### config.mk
export PLATFORM = sky130hd
export DESIGN_NAME = midi_voice_allocator
export DESIGN_NICKNAME = d
export VERILOG_FILES = /design/src/rtl/midi_voice_allocator.sv
export SDC_FILE = /design/constraint.sdc
export NUM_CORES = 1
export LEC_CHECK = 0
export CAP_MARGIN = 25
export CORE_MARGIN = 5
export CORE_UTILIZATION = 48
export DETAILED_ROUTE_END_ITERATION = 7
export PLACE_DENSITY = 0.76
export SLEW_MARGIN = 20
export SYNTH_ARGS = -nofsm -noshare
export SYNTH_HDL_FRONTEND = slang
export SYNTH_SLANG_ARGS = --single-unit
### constraint.sdc
create_clock -name clk_i -period 4.2 [get_ports clk_i]
set_input_delay 0.63 -clock clk_i [delete_from_list [all_inputs] [get_ports clk_i]]
set_output_delay 0.63 -clock clk_i [all_outputs]
set_load 0.01 [all_outputs]
### src/rtl/midi_voice_allocator.sv
// MIDI byte-stream parser (one channel, running status) feeding a voice pool
// with free-first allocation, oldest-voice stealing and CC 7 / CC 123 handling.
module midi_voice_allocator #(
    parameter int NUM_VOICES   = 4,
    parameter int MIDI_CHANNEL = 0,
    parameter int OMNI         = 0
) (
    input  logic                    clk_i,
    input  logic                    rst_i,
    input  logic                    rx_valid_i,
    input  logic [7:0]              rx_data_i,
    output logic [NUM_VOICES-1:0]   voice_gate_o,
    output logic [7*NUM_VOICES-1:0] voice_note_o,
    output logic [7*NUM_VOICES-1:0] voice_vel_o,
    output logic [6:0]              volume_o,
    output logic                    voice_event_o,
    output logic [2:0]              voice_event_idx_o
);
    // state  | meaning
    // IDLE   | no running status, data bytes dropped
    // SKIP   | status not for us, data bytes dropped until next status
    // WAIT1  | accepted status, expecting first data byte
    // WAIT2  | first data byte latched, expecting second
    typedef enum logic [1:0] {S_IDLE, S_SKIP, S_WAIT1, S_WAIT2} state_t;

    localparam int AW = (NUM_VOICES > 1) ? $clog2(NUM_VOICES) : 1;
    localparam logic [AW-1:0] AGE_MAX = AW'(NUM_VOICES - 1);

    state_t      state_q, state_d;
    logic [3:0]  rs_type_q, rs_type_d;
    logic [6:0]  d1_q, d1_d;
    logic        ex_vld_q, ex_vld_d;
    logic [3:0]  ex_type_q, ex_type_d;
    logic [6:0]  ex_d1_q, ex_d1_d, ex_d2_q, ex_d2_d;

    logic [NUM_VOICES-1:0] gate_q, gate_d;
    logic [6:0]    note_q [NUM_VOICES];
    logic [6:0]    note_d [NUM_VOICES];
    logic [6:0]    vel_q  [NUM_VOICES];
    logic [6:0]    vel_d  [NUM_VOICES];
    logic [AW-1:0] age_q  [NUM_VOICES];
    logic [AW-1:0] age_d  [NUM_VOICES];
    logic [6:0]    volume_q, volume_d;
    logic          event_q, event_d;
    logic [2:0]    event_idx_q, event_idx_d;

    logic accept;
    assign accept = ((OMNI != 0) || (rx_data_i[3:0] == 4'(MIDI_CHANNEL))) &&
                    ((rx_data_i[7:4] == 4'h8) || (rx_data_i[7:4] == 4'h9) ||
                     (rx_data_i[7:4] == 4'hB));

    always_comb begin
        state_d   = state_q;
        rs_type_d = rs_type_q;
        d1_d      = d1_q;
        ex_vld_d  = 1'b0;
        ex_type_d = ex_type_q;
        ex_d1_d   = ex_d1_q;
        ex_d2_d   = ex_d2_q;
        if (rx_valid_i) begin
            if (rx_data_i[7:4] == 4'hF) begin
                // realtime (F8-FF) falls through untouched
                if (!rx_data_i[3]) begin
                    rs_type_d = 4'h0;
                    state_d   = S_SKIP;
                end
            end else if (rx_data_i[7]) begin
                rs_type_d = rx_data_i[7:4];
                state_d   = accept ? S_WAIT1 : S_SKIP;
            end else begin
                case (state_q)
                    S_WAIT1: begin
                        d1_d    = rx_data_i[6:0];
                        state_d = S_WAIT2;
                    end
                    S_WAIT2: begin
                        ex_vld_d  = 1'b1;
                        ex_type_d = rs_type_q;
                        ex_d1_d   = d1_q;
                        ex_d2_d   = rx_data_i[6:0];
                        state_d   = S_WAIT1;
                    end
                    default: ;
                endcase
            end
        end
    end

    logic          is_on, is_off, is_cc;
    logic          hit_found, free_found, off_any;
    int            hit_idx, free_idx, steal_idx, sel_idx, off_idx;
    logic [AW-1:0] best_age;

    assign is_on  = ex_vld_q && (ex_type_q == 4'h9) && (ex_d2_q != 7'd0);
    assign is_off = ex_vld_q && ((ex_type_q == 4'h8) ||
                                 ((ex_type_q == 4'h9) && (ex_d2_q == 7'd0)));
    assign is_cc  = ex_vld_q && (ex_type_q == 4'hB);

    always_comb begin
        gate_d      = gate_q;
        note_d      = note_q;
        vel_d       = vel_q;
        age_d       = age_q;
        volume_d    = volume_q;
        event_d     = 1'b0;
        event_idx_d = event_idx_q;
        hit_found   = 1'b0;
        free_found  = 1'b0;
        off_any     = 1'b0;
        hit_idx     = 0;
        free_idx    = 0;
        steal_idx   = 0;
        off_idx     = 0;
        best_age    = age_q[0];
        for (int i = 0; i < NUM_VOICES; i++) begin
            if (gate_q[i] && (note_q[i] == ex_d1_q) && !hit_found) begin
                hit_found = 1'b1;
                hit_idx   = i;
            end
            if (!gate_q[i] && !free_found) begin
                free_found = 1'b1;
                free_idx   = i;
            end
            // strict compare keeps the lowest index on equal ages
            if (age_q[i] > best_age) begin
                best_age  = age_q[i];
                steal_idx = i;
            end
        end
        sel_idx = hit_found ? hit_idx : (free_found ? free_idx : steal_idx);

        if (is_on) begin
            for (int i = 0; i < NUM_VOICES; i++) begin
                if (i == sel_idx) begin
                    gate_d[i] = 1'b1;
                    note_d[i] = ex_d1_q;
                    vel_d[i]  = ex_d2_q;
                    age_d[i]  = '0;
                end else if (gate_q[i] && (age_q[i] != AGE_MAX)) begin
                    age_d[i] = age_q[i] + 1'b1;
                end
            end
            event_d     = 1'b1;
            event_idx_d = 3'(sel_idx);
        end else if (is_off) begin
            for (int i = 0; i < NUM_VOICES; i++) begin
                if (gate_q[i] && (note_q[i] == ex_d1_q)) begin
                    gate_d[i] = 1'b0;
                    if (!off_any) begin
                        off_any = 1'b1;
                        off_idx = i;
                    end
                end
            end
            if (off_any) begin
                event_d     = 1'b1;
                event_idx_d = 3'(off_idx);
            end
        end else if (is_cc) begin
            if (ex_d1_q == 7'd7) begin
                volume_d = ex_d2_q;
            end else if (ex_d1_q == 7'd123) begin
                gate_d = '0;
            end
        end
    end

    always_ff @(posedge clk_i) begin
        if (rst_i) begin
            state_q     <= S_IDLE;
            rs_type_q   <= 4'h0;
            d1_q        <= 7'd0;
            ex_vld_q    <= 1'b0;
            ex_type_q   <= 4'h0;
            ex_d1_q     <= 7'd0;
            ex_d2_q     <= 7'd0;
            gate_q      <= '0;
            volume_q    <= 7'h64;
            event_q     <= 1'b0;
            event_idx_q <= 3'd0;
            for (int i = 0; i < NUM_VOICES; i++) begin
                note_q[i] <= 7'd0;
                vel_q[i]  <= 7'd0;
                age_q[i]  <= '0;
            end
        end else begin
            state_q     <= state_d;
            rs_type_q   <= rs_type_d;
            d1_q        <= d1_d;
            ex_vld_q    <= ex_vld_d;
            ex_type_q   <= ex_type_d;
            ex_d1_q     <= ex_d1_d;
            ex_d2_q     <= ex_d2_d;
            gate_q      <= gate_d;
            volume_q    <= volume_d;
            event_q     <= event_d;
            event_idx_q <= event_idx_d;
            note_q      <= note_d;
            vel_q       <= vel_d;
            age_q       <= age_d;
        end
    end

    for (genvar g = 0; g < NUM_VOICES; g++) begin : g_out
        assign voice_note_o[7*g +: 7] = note_q[g];
        assign voice_vel_o[7*g +: 7]  = vel_q[g];
    end
    assign voice_gate_o      = gate_q;
    assign volume_o          = volume_q;
    assign voice_event_o     = event_q;
    assign voice_event_idx_o = event_idx_q;

endmodule

# After elaboration in Yosys (flattened, before gate mapping)

Cells that the tools add are included.

Multiplexer cells: 74
Reductions and logical operators: 64
Magnitude comparators: 3
$add $sub $neg: 4
Equal/unequal tests: 32
Bitwise operators: 5

Operators by type and width:

| cell                  | count |
|---|---|
| $mux W32              | 8 |
| $eq A3 B32 Y1 const A | 2 |
| $mux W1               | 36 |
| $eq A2 B32 Y1 const A | 1 |
| $logic_not A32 Y1     | 1 |
| $mux W4               | 8 |
| $mux W2               | 15 |
| $eq A4 B4 Y1 const B  | 7 |
| $eq A7 B7 Y1          | 4 |
| $logic_and A1 B1 Y1   | 20 |
| $reduce_and A5 Y1     | 4 |
| $mux W3               | 6 |
| $reduce_and A2 Y1     | 9 |
| $reduce_bool A2 Y1    | 7 |
| $ne A3 B2 Y1 const B  | 4 |
| $reduce_and A4 Y1     | 3 |
| $ne A2 B2 Y1 const B  | 5 |
| $add A2 B1 Y2 const B | 4 |
| $logic_not A1 Y1      | 8 |
| $ne A2 B1 Y1 const B  | 4 |
| $eq A7 B3 Y1 const B  | 1 |
| $eq A7 B7 Y1 const B  | 1 |
| $logic_not A7 Y1      | 1 |
| $reduce_bool A7 Y1    | 1 |
| other kinds (11)      | 22 |

Flip-flop bits (word level): 111
Bits of input ports: 11

# Depth between registers and ports, before layout

Gate-level depths: netlist of the first run.

Word-level depth: 18
Gate-level depth with buffers: 20

# Worst setup path before layout of the first run

OpenSTA, ideal clock, no wires.

Path type: reg2reg
Start: register age_q[5] in the netlist's numbering
End: register note_q (netlist bit voice_note_o[11])
Arrival time: 3,885 ps
Slack: 187 ps
Required time: 4,072 ps
Period minus slack after synthesis: 4,013 ps
Stages on the path, launching flop included: 19
Path buffers: 1
Cell sequence: dfxtp_1 > inv_1 > ha_1 > nor2_1 > o21ai_0 > o21ai_0 > ha_1 > nor2b_1 > or2_2 > mux2_2 > ha_1 > nand2_1 > o21ai_0 > a41o_1 > a311oi_4 > a2111oi_4 > buf_6 > mux2i_1 > nor2_1

Word-level cells in the longest chain between the ends: 10
Elaborated cells between the ends (all ways): 12
Those cells by class: order compare: 3; eq/ne: 1; mux: 7; reduce/logical: 1

Ends and longest elaborated chain:

| element                         | line | source |
|---|---|---|
| start: declaration              | 41   | `logic [AW-1:0] age_q [NUM_VOICES];` |
| start signal: assignment        | 200  | `age_q <= age_d;` |
| $gt A2 B2 Y1                    | 125  | `if (age_q[i] > best_age) begin` |
| $mux W2                         | 125  |  |
| $gt A2 B2 Y1                    | 125  |  |
| $mux W2                         | 125  |  |
| $gt A2 B2 Y1                    | 125  |  |
| $mux W32 (*)                    | 125  |  |
| $mux W32 (*) (2 in a row)       | 130  | `sel_idx = hit_found ? hit_idx : (free_found ? free_idx : steal_idx);` |
| $eq A2 B32 Y1 (*)               | 134  | `if (i == sel_idx) begin` |
| $reduce_and A2 Y1 (no line) (*) | --   |  |
| end signal: assignment          | 198  | `note_q <= note_d;` |
| end: declaration                | 37   | `logic [6:0] note_q [NUM_VOICES];` |

Mark *: on every way between the ends. The rest lies on a longest branch, timed or not.
A chain may end at the register's enable or synchronous reset.

# Worst setup path after layout of the first run

Start: register age_q[5] in the netlist's numbering
End: register note_q (netlist bit voice_note_o[6])

Word-level cells in the longest chain between the ends: 10
Elaborated cells between the ends (all ways): 12
Those cells by class: order compare: 3; mux: 7; reduce/logical: 2

Ends and longest elaborated chain:

| element                         | line |
|---|---|
| $gt A2 B2 Y1                    | 125 |
| $mux W2                         | 125 |
| $gt A2 B2 Y1                    | 125 |
| $mux W2                         | 125 |
| $gt A2 B2 Y1                    | 125 |
| $mux W32 (*)                    | 125 |
| $mux W32 (*) (2 in a row)       | 130 |
| $logic_not A32 Y1 (*)           | 134 |
| $reduce_and A2 Y1 (no line) (*) | -- |

Marks and branches as above.

==> reports/qor.txt, run 1 <==
Min-Delay Path Class = flip-flop to flip-flop
Dpl hpwl = 8980 µm
Worst path top cell family by delay = compound AO/OA/AOI/OAI gates
Syn Area/Cell = 9.09 µm²
Worst Setup SP = age_q[5]
Crit path cell chain = inv_1, ha_1, nand2b_1, o21ai_1, nand2_1, o21ai_1, ha_1, nor2b_1, or2_2, mux2_2, ha_1, nand2_1, o21ai_2, a41o_1, a311oi_4, or3_1, buf_12, mux2i_1
Post-synth top flop = dfxtp_1
Max-slew violations = 0
DRC Markers = 0
Final Cell Area = 6140 µm²
Crit end category = flip-flop
FF+latch count, synth = 110
Clk root buf = clkbuf_8
Power Internal = 1.46 mW
Post-synth cell types = 62
Clock power share = 0.414
Htree depth = 3
Synth Area in Adders = 0.0299
Synth Cell Area = 5020 µm²
Max_cap viols = 0
Leak = 2.31 nW
Iter 0 DRT Violations = 242
Mux contribution to synthesized area = 0.104
Finish-stage setup viols = 0
Register share of total power = 0.562
Clk buf depth = 2
Syn Nets = 575
Total wire length = 12500 µm
N_diodes = 0
CTS Buf Count = 9
First-pass GRT wire length = 20400 µm
Worst-path fanout max = 16
Status = finished clean
Post-synth top area cell = dfxtp_1
Post-synthesis sequential area ratio = 0.439
Overall Power = 1.86 mW
CTS tree = built
Clock slew at reported path FFs = 0.11 ns
Worst slew margin = 0.366
Worst-skew pair later-pin latency = 0.37 ns
Global-route usage over all layers = 0.195
# IOs = 82
Post-Syn Instances = 552
Final net count = 641
Crit Path Class = flip-flop to flip-flop
Buf/Inv on CP = 2
IO buf count = 80
Drt first pass iters = 5
Final Non-Filler Cells = 759
Asr flop ratio synth = 0
Fin crit period = 3.97 ns
Clock Sinks = 110
Post-synthesis simple-gate area fraction = 0.201
Crit-path max cell delay = 0.43 ns
Antenna violations before repair = 0
Worst Max-Slew Pin Slew = 0.950 ns
Cell Area, Placed = 5860 µm²
Clk_skew = 0.0141 ns
RSZ-0062 raised after global routing = false
Vias in the first global route = 4076
Placed insts = 741
Reg2reg start = age_q[5]
Width of the die = 112 µm
Hold Crit Start = d1_q[3]
FP Rows = 37
Power Density = 303 nW/µm²
Yosys top cell area share = 0.439
Post-Synth XOR/XNOR Area = 0.0506
Routed via count = 4144
Logic pwr share = 0.024
Net Switching = 0.398 mW
Proportion of layout cells with a drive suffix above 1 = 0.0787
Die Span Y = 112 µm
Initial core utilization = 0.488
Worst IR drop on VDD = 0.210 mV
Largest family of logic cells by synthesized area = simple AND/OR/NAND/NOR gates
Largest net degree at the start of global routing = 78
Total Die Area = 12600 µm²
Critical Path RT = 4.49 ns
Most used cell, CP = ha_1
F_max = 252 MHz
Antenna-violating nets left = 0
Via density = 5.46
Final period util = 0.944
Synth area leaders = dfxtp_1 44%, mux2i_1 10%, nand2_1 6.1%, a21oi_1 4.1%, nor2_1 4.0%
Routability cong. = 0.872
Synth-to-Final Area Change = 22.4%
Data arrival, critical path = 4.26 ns
Core Area = 10300 µm²
Worst Setup Start Kind = flip-flop
GRT overflow = 0
WL/cell = 16.5 µm
Ys Warns = 0
Slowest library cell on the worst path = a311oi_4
Complex-gate fraction of the synthesized area = 0.122
Switching Share = 0.214
Hold Vio Cnt, Final = 0
Number of flops mapped to enable cells by yosys = 0
-- through the flow --
step / hold slack (ns) / util / TNS [ns] / worst slack, ns
finish: 0.466 / 0.598 / 0 / 0.234
global route: 0.490 / 0.598 / 0 / 0.0364
global placement: 0.442 / 0.570 / 0 / 0.152
detailed placement: 0.452 / 0.570 / -0.390 / -0.0382
CTS: 0.469 / 0.596 / 0 / 0.0212
floorplan: 0.431 / - / 0 / 0.187
-- logic make-up after synthesis --
kind of cell,count (synthesis)
other,1
xor gates and xnor gates,29
and+or+nand+nor,208
DFF,110
buffers and inverters,45
muxes,52
adders and majority gates,12
AOI/OAI and AO/OA,95
-- registers in the layout, indices dropped and copies added (netlist names) --
name,cells
state_q,2
rs_type_q,4
ex_type_q,4
voice_event_o,1
voice_note_o,28
age_q,8
ex_d1_q,7
voice_gate_o,4
ex_d2_q,7
ex_vld_q,1
voice_event_idx_o,2
d1_q,7
voice_vel_o,28
volume_o,7
-- cells in the mapped netlist (3+ instances only) --
master,number
a21oi_1,41
a22oi_1,4
and3_1,4
buf_4,4
buf_6,5
clkbuf_1,19
clkbuf_8,3
dfxtp_1,110
ha_1,12
inv_1,9
mux2i_1,51
nand2_1,82
nand2b_1,7
nand3_1,17
nand3b_1,4
nand4_1,5
nand4b_1,4
nor2_1,54
nor2b_1,4
nor3_1,3
o21ai_0,26
or2_2,4
or3_1,4
xnor2_1,11
xor2_1,18
-- worst min-delay path, delay by kind of cell, from the launching register on --
family           cells  cell delay [ns]
flip-flops           1             0.33
AO/OA/AOI/OAI        1             0.05
AND/OR/NAND/NOR      1             0.05
-- area by class of cell --
cell class,instances,area [µm²]
Sequential cell,110,2200
Clock inverter,7,131
Fill cell,887,4140
Inverter,9,33.8
Clock buffer,9,124
Timing Repair Buffer,91,916
Tap cell,136,170
Multi-Input combinational cell,397,2560
-- repair_timing --
| action | 4_1_cts | 5_1_grt |
|---|---|---|
| endpoints found under the setup margin | 30 | 48 |
| setup buffers | 1 | 1 |
| pin swaps | 2 | 2 |
| gates resized for setup | 1 | 6 |
| hold buffers | 0 | 0 |
-- routing by layer --
| metal | GRT usage | share of wire |
|---|---|---|
| met1 | 0.236 | 0.43 |
| met2 | 0.346 | 0.51 |
| met3 | 0.0437 | 0.051 |
| met4 | 0.0561 | 0.012 |
| met5 | 0 | 0 |
-- power groups by stage --
| stage | clock (mW) | combinational [mW] | sequential, mW |
|---|---|---|---|
| after floorplan | 0 | 0.0271 | 1.07 |
| after global placement | 0 | 0.0419 | 1.07 |
| after detailed placement | 0 | 0.0430 | 1.07 |
| after CTS | 0.784 | 0.0430 | 1.05 |
| after global routing | 0.827 | 0.0478 | 1.05 |
| final | 0.771 | 0.0438 | 1.05 |
-- path summary, 6_finish.rpt --
| check | to | slack, ns | depth (start not counted) |
|---|---|---|---|
| min reg2reg | ex_d1_q[3] | 0.47 | 2 |
| max | voice_note_o[6] | 0.23 | 18 |
| min | ex_d1_q[3] | 0.47 | 2 |
| max reg2reg | voice_note_o[6] | 0.23 | 18 |
-- placed cells by master, fill, tap and decap left out, types with 2 or more instances in the layout --
master           count
clkbuf_8             9
a21oi_1             39
buf_4                8
dfxtp_1            109
a22oi_1              4
inv_1                9
or2_2                4
nand4b_1             4
xnor2_1             11
ha_1                12
nor4_2               2
nor2b_1              4
nand2b_1             7
xor2_1              18
mux2i_1             51
nor2_1              54
o21ai_0             23
a211oi_1             2
bufinv_16            3
o41ai_1              2
clkdlybuf4s50_1     79
nor3_1               3
nand3b_1             4
or3_1                4
o21ai_1              4
and3_1               4
a21oi_2              2
buf_12               3
a21o_1               2
nand4_1              5
nand3_1             17
and2_1               2
nand2_1             82
o2bb2ai_1            2
a221oi_1             2
(Power assumes the default switching activity.)
==> run 2, diff against run 1 <==
TNS_END_PERCENT = 30   (was unset)
==> results of run 2 <==
The final DEF is identical to that of run 1; final timing and power are the same.
